File: src/rtl/univ_reg_pkg.sv
// Mode encodings for the universal register, shared with the CPU control decoder.
package univ_reg_pkg;
    localparam logic [2:0] MODE_HOLD = 3'b000;
    localparam logic [2:0] MODE_LOAD = 3'b001;
    localparam logic [2:0] MODE_SHL  = 3'b010;
    localparam logic [2:0] MODE_SHR  = 3'b011;
    localparam logic [2:0] MODE_INC  = 3'b100;
    localparam logic [2:0] MODE_DEC  = 3'b101;
    localparam logic [2:0] MODE_ROL  = 3'b110;
    localparam logic [2:0] MODE_ROR  = 3'b111;
endpackage

File: src/rtl/univ_reg.sv
// Universal register: load, shift, rotate, up/down count with terminal count
// and a sticky wrap flag, all gated by an active-low enable.
module univ_reg
    import univ_reg_pkg::*;
#(
    parameter int          WIDTH     = 8,
    parameter logic [31:0] RESET_VAL = 32'd0
) (
    input  logic             clk,
    input  logic             rst,
    input  logic             en_n,
    input  logic [2:0]       mode,
    input  logic [WIDTH-1:0] d,
    input  logic             ser_lsb_in,
    input  logic             ser_msb_in,
    output logic [WIDTH-1:0] q,
    output logic             tc,
    output logic             wrap
);
    localparam logic [WIDTH-1:0] RST_V    = RESET_VAL[WIDTH-1:0];
    localparam logic [WIDTH-1:0] ALL_ONES = '1;
    localparam logic [WIDTH-1:0] ZERO     = '0;
    localparam logic [WIDTH-1:0] ONE      = WIDTH'(1);

    logic [WIDTH-1:0] q_q, q_d;
    logic             wrap_q, wrap_d;

    always_comb begin
        q_d    = q_q;
        wrap_d = wrap_q;
        if (!en_n) begin
            case (mode)
                MODE_HOLD: q_d = q_q;
                MODE_LOAD: begin
                    q_d    = d;
                    wrap_d = 1'b0;
                end
                MODE_SHL:  q_d = {q_q[WIDTH-2:0], ser_lsb_in};
                MODE_SHR:  q_d = {ser_msb_in, q_q[WIDTH-1:1]};
                MODE_INC: begin
                    q_d = q_q + ONE;
                    if (q_q == ALL_ONES) wrap_d = 1'b1;
                end
                MODE_DEC: begin
                    q_d = q_q - ONE;
                    if (q_q == ZERO) wrap_d = 1'b1;
                end
                MODE_ROL:  q_d = {q_q[WIDTH-2:0], q_q[WIDTH-1]};
                MODE_ROR:  q_d = {q_q[0], q_q[WIDTH-1:1]};
                default:   q_d = q_q;
            endcase
        end
    end

    always_ff @(posedge clk or posedge rst) begin
        if (rst) begin
            q_q    <= RST_V;
            wrap_q <= 1'b0;
        end else begin
            q_q    <= q_d;
            wrap_q <= wrap_d;
        end
    end

    // tc looks ahead one edge so a following stage can use ~tc as its en_n.
    assign tc   = ~en_n & (((mode == MODE_INC) & (q_q == ALL_ONES)) |
                           ((mode == MODE_DEC) & (q_q == ZERO)));
    assign q    = q_q;
    assign wrap = wrap_q;
endmodule

File: config.mk
export PLATFORM = sky130hd
export DESIGN_NAME = univ_reg
export DESIGN_NICKNAME = d
export VERILOG_FILES = /design/src/rtl/univ_reg_pkg.sv /design/src/rtl/univ_reg.sv
export SDC_FILE = /design/constraint.sdc
export NUM_CORES = 1
export LEC_CHECK = 0
export BUFFER_PORTS_ARGS = -buffer_cell sky130_fd_sc_hd__buf_2
export CORE_ASPECT_RATIO = 1.1
export CORE_MARGIN = 10
export CORE_UTILIZATION = 40
export DETAILED_ROUTE_END_ITERATION = 6
export HOLD_SLACK_MARGIN = 0.08
export PLACE_DENSITY = 0.69
export RECOVER_POWER = 25
export SYNTH_ARGS = -nofsm -noshare
export SYNTH_HDL_FRONTEND = slang
export SYNTH_SLANG_ARGS = --single-unit
export TNS_END_PERCENT = 5
File: constraint.sdc
create_clock -name clk -period 1.8 [get_ports clk]
set_clock_uncertainty 0.05 [all_clocks]
set_input_delay 0.27 -clock clk [delete_from_list [all_inputs] [get_ports clk]]
set_output_delay 0.27 -clock clk [all_outputs]
set_load 0.05 [all_outputs]
==> results of run 1 <==
state kept, by name, summed over array words and instances (netlist names):
signal	flops
q	8
wrap	1
per-layer routing:
layer / up-vias / GRT usage [%]
met5: - / 0
met4: 0 / 2.68
met3: 4 / 3.59
met2: 50 / 25.3
met1: 599 / 14.5
li1: 608 / -
worst max-delay path: stages, from the launching register on:
cell and delay (ns):
dfrtp_2 0.40, or4_4 0.55, nor2_4 0.13, a21oi_2 0.07, nor3b_4 0.19, buf_6 0.18
layout make-up:
class                   instances  area share [%]
multi-input cells             113            57.5
repair buffers                 48            21.1
flip-flops and latches          9            16.2
well taps                      31            2.67
clock buffers                   4            1.81
inverters                       3           0.774
report_power, final:
group / total, mW / leakage (nW) / switching (mW) / internal [mW]
clock network: 0.157 / 0.0150 / 0.0718 / 0.0855
registers: 0.290 / 0.0968 / 0.0276 / 0.263
logic: 0.979 / 0.534 / 0.599 / 0.381
total: 1.43 / 0.645 / 0.698 / 0.729
cell usage after synthesis, drive strengths merged, types with 2 or more instances:
| cell type | instances | area (um2) |
|---|---|---|
| a211o | 2 | 17.5 |
| a211oi | 3 | 22.5 |
| a21boi | 2 | 15.0 |
| a21o | 2 | 15.0 |
| a21oi | 14 | 70.1 |
| a221oi | 2 | 23.8 |
| a22o | 2 | 17.5 |
| a2bb2oi | 3 | 26.3 |
| buf | 6 | 28.8 |
| clkbuf | 6 | 22.5 |
| dfrtp | 9 | 225 |
| ha | 3 | 37.5 |
| inv | 3 | 11.3 |
| mux2 | 4 | 45.0 |
| mux2i | 7 | 70.1 |
| nand2 | 8 | 30.0 |
| nand2b | 2 | 12.5 |
| nand3 | 3 | 15.0 |
| nand3b | 2 | 18.8 |
| nand4 | 2 | 12.5 |
| nor2 | 10 | 37.5 |
| nor2b | 3 | 18.8 |
| nor3 | 5 | 25.0 |
| nor3b | 3 | 22.5 |
| nor4 | 2 | 12.5 |
| o21ai | 7 | 35.0 |
| o31ai | 2 | 15.0 |
| or4 | 2 | 18.8 |
stage by stage:
stage	TNS [ns]	worst slack [ns]	instance area, um2
6_report	-0.464	-0.313	1460
5_1_grt	-0.937	-0.376	1460
4_1_cts	-0.420	-0.320	1440
3_5_place_dp	-0.530	-0.137	1390
3_3_place_gp	-0.349	-0.115	1390
2_1_floorplan	-1.11	-0.333	1120
kinds of logic (layout without fill, tap and decap cells):
family / after synthesis / after routing / synth area share [%]
compound gates: 51 / 51 / 33.7
xor+xnor: 1 / 1 / 0.817
fa+ha+maj: 3 / 3 / 3.50
buf+inv: 15 / 55 / 5.83
flops: 9 / 9 / 21.0
mux: 11 / 11 / 10.7
simple gates: 47 / 47 / 24.4
path summary, 6_finish.rpt:
| path | endpoint | slack, ns | cells past startpoint | from |
|---|---|---|---|---|
| min reg2reg | wrap | 0.49 | 2 | wrap |
| min in group asynchronous | wrap | 0.45 | 3 | rst |
| min | q[6] | 0.35 | 4 | d[6] |
| max reg2reg | q[2] | -0.06 | 7 | q[1] |
| max in group asynchronous | q[0] | 0.96 | 3 | rst |
| max | tc | -0.31 | 5 | q[3] |
what timing repair did:
item / CTS / global route
hold buffers: 1 / 0
pin swaps: 1 / 1
gates resized for setup: 5 / 4
endpoints found under the hold margin: 9 / 0
endpoints found under the setup margin: 5 / 7
==> run metrics, run 1 <==
status finished, violations left; failing checks negative setup slack; f_max 473 MHz; Hold Vio Cnt, Final 0; vias in the first global route ~1,300; clk sink count 9; WP data arrival 1.79 ns; WS Path Type reg -> out; syn nets between 150 and 200; CTS root buffer clkbuf_4; pin count of the biggest net entering global routing 22; final WL 3.41 mm; Util after Layout a little under three fifths; drt first-iter violations 101; data required time at the worst endpoint 1.48 ns; Tmin final between 2 and 2.5 ns; die area 0.00515 mm2; Slew Viols, Final 0; period utilization 117%; vias per inst 6.06; # nets final 197; area of the multi-input gates 837 um2; Starting Density 42.2%; port buffer count 25; latest clock arrival within the worst-skew pair 0.27 ns; most frequent cells in the layout buf_2, buf_4, a21oi_1; Synthesis Warnings 0; peak supply drop roughly 860 uV; DRC viols 0; CTS Buf Count 3; Synth Register Bits 9; WL met3 195 um; startpoint types flip-flop; Die W 69.4 um; register area 235 um2; Post-DP HPWL 2.56 mm; first-pass GRT wire length 5.84 mm; Post-synth EDFFs 0; post-synth cell types 51; Area Overhead vs Synth 35.7%; Async SR Flop Fraction 100%; post-CTS setup buffer count 0; CTS tree done; Least-Margin Pin Slew ~0.35 ns; H-tree depth 1; syn_area_per_cell 7.83 um2; Main synth FF type dfrtp_1; clk buf depth 2; leakage about 0.65 nW; io pins 26; cell area power density approximately 980 mW/mm2; die extent in y approximately 74 um; Core ar. 0.00254 mm2; GRT Util Overall approximately an eighth; site row count 19; initial antenna violation count 0; M1 WL 1.38 mm; WL per Instance 16.4 um; Max Cap Viol 0; worst hold slack 0.350 ns; grt ovf 0; met2 WL post-DR 1.79 mm; Post-Syn Area 0.00107 mm2; slew margin rel. 76.4%; Non-Filler Instances 208; sequential area share after synthesis 21.0%; Fillers roughly 230; Post-Syn Instances 137; commonest non-fill, non-tap cell in the layout buf_2; Detailed Routing Iterations Pass 1 6; CP Max Fanout 2; top routing layer in use met4; Power Total approximately 1.4 mW; antenna fix cells 0; crit end category primary output; final setup margin -0.313 ns; Clock transition at path regs 0.06 ns; share of layout cells above drive strength 1 between 40% and 50%; dpl cells 203; Placer Congestion 0.855; via count 1,261; ANT nets after route 0; final setup vio count 4; Hold Path Class in -> reg; RSZ-0062 raised after global routing yes
No activity file was read; power rests on OpenSTA's default activity.
==> inputs of run 2 (changes only) <==
Settings changed: REMOVE_ABC_BUFFERS from default to 1, SKIP_LAST_GASP from default to 1.
==> run 2 against run 1 <==
Against the previous run:
- the run still ends with negative setup slack left
- clock power increased by 10%
- register-to-register slack got worse by 0.07 ns
- maximum frequency decreased by 1.9%
- critical path type unchanged
- critical endpoint unchanged
- largest cell class unchanged
==> run metrics, run 2 (same netlist as run 1, synthesis figures left out) <==
status finished, violations left; failing checks negative setup slack; WL per Instance 16.8 um (+2.6%); CTS Buf Count 3 (unchanged); vias per inst 6.03 (-0.49%); CTS tree done; combinational power share 68.1% (-0.5 points); share of layout cells above drive strength 1 37.4% (-5.0 points); pin count of the biggest net entering global routing 26 (+18%); r2r endpoint q[2]; die area 0.00515 mm2 (unchanged); worst hold slack 0.323 ns (-0.0264 ns); Hold Path End q[6]; period utilization 120% (+2.2 points); commonest non-fill, non-tap cell in the layout buf_4; leakage 0.661 nW (+2.4%); peak supply drop 732 uV (-15%); DRC viols 0 (unchanged); final WL 3.58 mm (+5.0%); initial antenna violation count 0 (unchanged); clk buf depth 2 (unchanged); antenna fix cells 0 (unchanged); crit end category primary output; Power Total 1.45 mW (+1.6%); GRT Util Overall 13.9% (+0.58 points); cell area power density 1000 mW/mm2 (+2.0%); port buffer count 25 (unchanged); startpoint types flip-flop; Detailed Routing Iterations Pass 1 4 (-2); vias in the first global route 1,294 (+0.62%); Hold Path Class in -> reg; RSZ-0062 raised after global routing yes; DP Worst Slack -0.222 ns (-0.0851 ns); via count 1,285 (+1.9%); CP Max Fanout 2 (unchanged); Hold Path Cell Cnt 4 (unchanged); data required time at the worst endpoint 1.48 ns (about the same); Util after Layout 57.0% (-0.20 points); sequential share of power 20.0% (-0.4 points); dpl cells 207 (+2.0%); Psw 0.714 mW (+2.3%); drt first-iter violations 55 (-46%); Least-Margin Pin Slew 0.399 ns (+0.0451 ns); io pins 26 (unchanged); # nets final 202 (+2.5%); Post-DP HPWL 2.75 mm (+7.4%); first-pass GRT wire length 6.04 mm (+3.5%); Slew Viols, Final 0 (unchanged); clk sink count 9 (unchanged); Clock transition at path regs 0.07 ns (about the same); die extent in y 74.3 um (unchanged); latest clock arrival within the worst-skew pair 0.27 ns (about the same); Tmin final 2.15 ns (+0.0402 ns); final setup margin -0.354 ns (-0.0402 ns); CTS root buffer clkbuf_4; slew margin rel. 73.3% (-3.0 points); max reg flops 8 (unchanged); ANT nets after route 0 (unchanged); H-tree depth 1 (unchanged); Starting Density 42.2% (unchanged); Core ar. 0.00254 mm2 (unchanged); Critical R2R Launch q[1]; hold_sp d[6]; final setup vio count 5 (+1); R2R Setup Slk -0.13 ns (-0.07 ns); P_int 0.736 mW (+0.97%); Die W 69.4 um (unchanged); Hold Vio Cnt, Final 0 (unchanged); site row count 19 (unchanged); Placer Congestion 0.920 (+7.6%); Sw Ratio 49.2% (+0.32 points); Area Overhead vs Synth 35.2%; worst reg2reg path depth 7 (unchanged); f_max 464 MHz (-1.9%); WS Path Type reg -> out; WP data arrival 1.83 ns (+0.04 ns); Max Cap Viol 0 (unchanged); most frequent cells in the layout buf_4, buf_2, a21oi_1; Non-Filler Instances 213 (+2.4%); clock share of power 11.9% (+0.9 points); grt ovf 0 (unchanged)
-- run 2: what timing repair did --
action / in CTS / in global routing
hold buffers: 1 / 0
buffers inserted: 1 / 0
cloned: 0 / 0
hold endpoints to repair: 9 / 0
resized for setup: 7 / 0
endpoints found under the setup margin: 4 / 6
pin swaps: 4 / 1
-- run 2: per-stage QoR --
step | setup TNS, ns | area [um2]
final | -0.647 | 1450
after global placement | -0.490 | 1380
after CTS | -0.600 | 1450
after global routing | -1.30 | 1450
after detailed placement | -0.812 | 1380
after floorplan | -2.15 | 1020
-- run 2: worst max-delay path by stage --
stage                     start  end  slack [ns]  cells past startpoint
final                      q[0]   tc       -0.35                      5
after global routing       q[0]   tc       -0.41                      5
after CTS                  q[0]   tc       -0.36                      5
after detailed placement   q[4]   tc       -0.22                      5
after global placement     q[4]   tc       -0.25                      5
after floorplan            q[2]   tc       -1.12                      4
-- run 2: area by class of cell --
type	count	area (um2)
clock buffers	4	26.3
fillers	268	1090
inverters	3	11.3
multi-input cells	113	805
flip-flops and latches	9	225
well taps	31	38.8
repair buffers	53	344
-- run 2: per-layer routing --
metal  track usage, %  part of all wire (%)  vias to the layer above
met5                0                     0                        -
met4             3.58                   1.3                        0
met3             3.19                   6.3                        4
met2             25.2                    51                       41
met1             16.1                    41                      623
li1                 -                     -                      617
-- run 2: critical path, stage by stage (launching register included) --
cell and delay, ns:
dfrtp_1 0.39, or4_4 0.58, nor2_4 0.14, a21oi_2 0.07, nor3b_2 0.20, buf_6 0.19
-- run 2: power by group through the flow --
stage | Combinational, mW | Sequential (mW) | Clock [mW]
floorplan | 0.338 | 0.542 | 0
global placement | 0.945 | 0.288 | 0
detailed placement | 0.967 | 0.293 | 0
CTS | 0.987 | 0.291 | 0.179
global route | 1.07 | 0.297 | 0.187
finish | 0.987 | 0.290 | 0.173
==> inputs of run 3 (changes only) <==
Settings changed: BUFFER_PORTS_ARGS -buffer_cell sky130_fd_sc_hd__buf_2 to default, DONT_BUFFER_PORTS from default to 1, PLACE_DENSITY 0.69 to 0.6.
==> run 3 against run 2 <==
Against the previous run:
- the run still ends with negative setup slack left
- design area is 9.0% lower
- worst hold slack worse by 0.19 ns
- setup slack better by 0.052 ns
- maximum frequency is 2.5% higher
- total power is 6.0% lower
- sequential power is 4% higher
- clock power is 4% lower
- routed wire length is 4.2% lower
- largest cell class unchanged
==> run metrics, run 3 (same netlist as run 1, synthesis figures left out) <==
status finished, violations left; failing checks negative setup slack; Critical Path Start q[2]; antenna fix cells 0 (unchanged); Core ar. 0.00254 mm2 (unchanged); M1 WL 1.40 mm (-5.7%); commonest non-fill, non-tap cell in the layout buf_4; WS Path Type reg -> out; latest clock arrival within the worst-skew pair 0.27 ns (about the same); top routing layer in use met4; # nets final 176 (-13%); Hold Path Class in -> reg; DP Worst Slack -0.0970 ns (+0.125 ns); Util after Layout 51.9% (-5.1 points); R2R Setup Slk -0.11 ns (+0.02 ns); max reg flops 8 (unchanged); Area Overhead vs Synth 23.1%; initial antenna violation count 0 (unchanged); Detailed Routing Iterations Pass 1 4 (unchanged); Power Total 1.36 mW (-6.0%); WL met3 307 um (+37%); slew margin rel. 47.0% (-26 points); CP Max Fanout 2 (unchanged); die area 0.00515 mm2 (unchanged); Placer Congestion 0.899 (-2.3%); area of the multi-input gates 810 um2 (+0.62%); drt first-iter violations 68 (+24%); clk sink count 9 (unchanged); DRC viols 0 (unchanged); Die W 69.4 um (unchanged); RSZ-0062 raised after global routing yes; Critical R2R Launch q[2]; met2 WL post-DR 1.70 mm (-7.0%); final setup margin -0.301 ns (+0.0524 ns); worst hold slack 0.134 ns (-0.189 ns); Tmin final 2.10 ns (-0.0524 ns); final instance area 0.00132 mm2 (-9.0%); Fillers 247 (-7.8%); site row count 19 (unchanged); crit end category primary output; data required time at the worst endpoint 1.48 ns (about the same); r2r endpoint q[7]; register area 225 um2 (unchanged); die extent in y 74.3 um (unchanged); Starting Density 42.2% (unchanged); Max Cap Viol 0 (unchanged); grt ovf 0 (unchanged); Slew Viols, Final 0 (unchanged); startpoint types flip-flop; first-pass GRT wire length 5.58 mm (-7.6%); WL per Instance 18.3 um (+9.1%); clk buf depth 2 (unchanged); period utilization 117% (-2.9 points); Least-Margin Pin Slew 0.792 ns (+0.392 ns); share of layout cells above drive strength 1 27.6% (-9.8 points); placed cell area 0.00125 mm2 (-9.2%); Post-DP HPWL 2.61 mm (-5.1%); final WL 3.43 mm (-4.2%); CTS tree done; most frequent cells in the layout buf_4, a21oi_1, nor2_1, dfrtp_1, nand2_1; H-tree depth 1 (unchanged); io pins 26 (unchanged); Clock transition at path regs 0.07 ns (about the same); CTS root buffer clkbuf_4; crit path capture tc; CTS Buf Count 3 (unchanged); pin count of the biggest net entering global routing 27 (+3.8%); ANT nets after route 0 (unchanged); cell area power density 1030 mW/mm2 (+3.3%); f_max 476 MHz (+2.5%); leakage 0.558 nW (-16%); via count 1,171 (-8.9%); worst reg2reg path depth 5 (-2); Hold Vio Cnt, Final 0 (unchanged); vias in the first global route 1,128 (-13%); vias per inst 6.26 (+3.8%); final setup vio count 4 (-1); port buffer count 0 (-100%); GRT Util Overall 13.0% (-0.88 points); peak supply drop 928 uV (+27%); WP data arrival 1.78 ns (-0.05 ns)
[run 3: cell types whose count changed in the layout (fill, tap and decap cells not counted), sizes merged]
cell and change:
buf -26
[run 3: stage by stage]
| stage | cells | TNS, ns |
|---|---|---|
| 3_3_place_gp | 181 | -0.156 |
| 3_5_place_dp | 181 | -0.204 |
| 4_1_cts | 187 | -0.436 |
| 2_1_floorplan | 125 | -2.15 |
| 5_1_grt | 187 | -0.903 |
| 6_report | 187 | -0.446 |
[run 3: final cells by class]
class	count	area share (%)
well taps	31	2.94
multi-input cells	113	61.3
repair buffers	27	15.8
clock buffers	4	1.99
inverters	3	0.853
flip-flops and latches	9	17.1
[run 3: how the worst min path moves through the flow]
stage / start / endpoint / cells past startpoint
final: mode[2] / wrap / 2
after floorplan: rst / q[0] / 1
after global placement: rst / wrap / 1
after detailed placement: rst / wrap / 1
after CTS: mode[2] / wrap / 2
after global routing: mode[2] / wrap / 2
[run 3: report_power, final]
part           switching [mW]  internal (mW)
sequential             0.0475          0.254
clock                  0.0805         0.0858
combinational           0.545          0.351
[run 3: what timing repair did]
item,in CTS,in global routing
endpoints found under the setup margin,2,6
hold buffers,1,0
pin swaps,5,1
gates resized for setup,5,1
endpoints found under the hold margin,9,0
buffers inserted,1,0
[run 3: metal layers]
metal | global-route usage [%] | up-vias
met3 | 5.32 | 4
met5 | 0 | -
met4 | 2.91 | 0
li1 | - | 567
met1 | 14.2 | 556
met2 | 23.2 | 44
[run 3: critical path: stages (launching register included)]
cell and delay (ns):
dfrtp_1 0.39, or4_4 0.57, nor2_4 0.12, a21oi_2 0.07
nor3b_2 0.18, buf_6 0.18
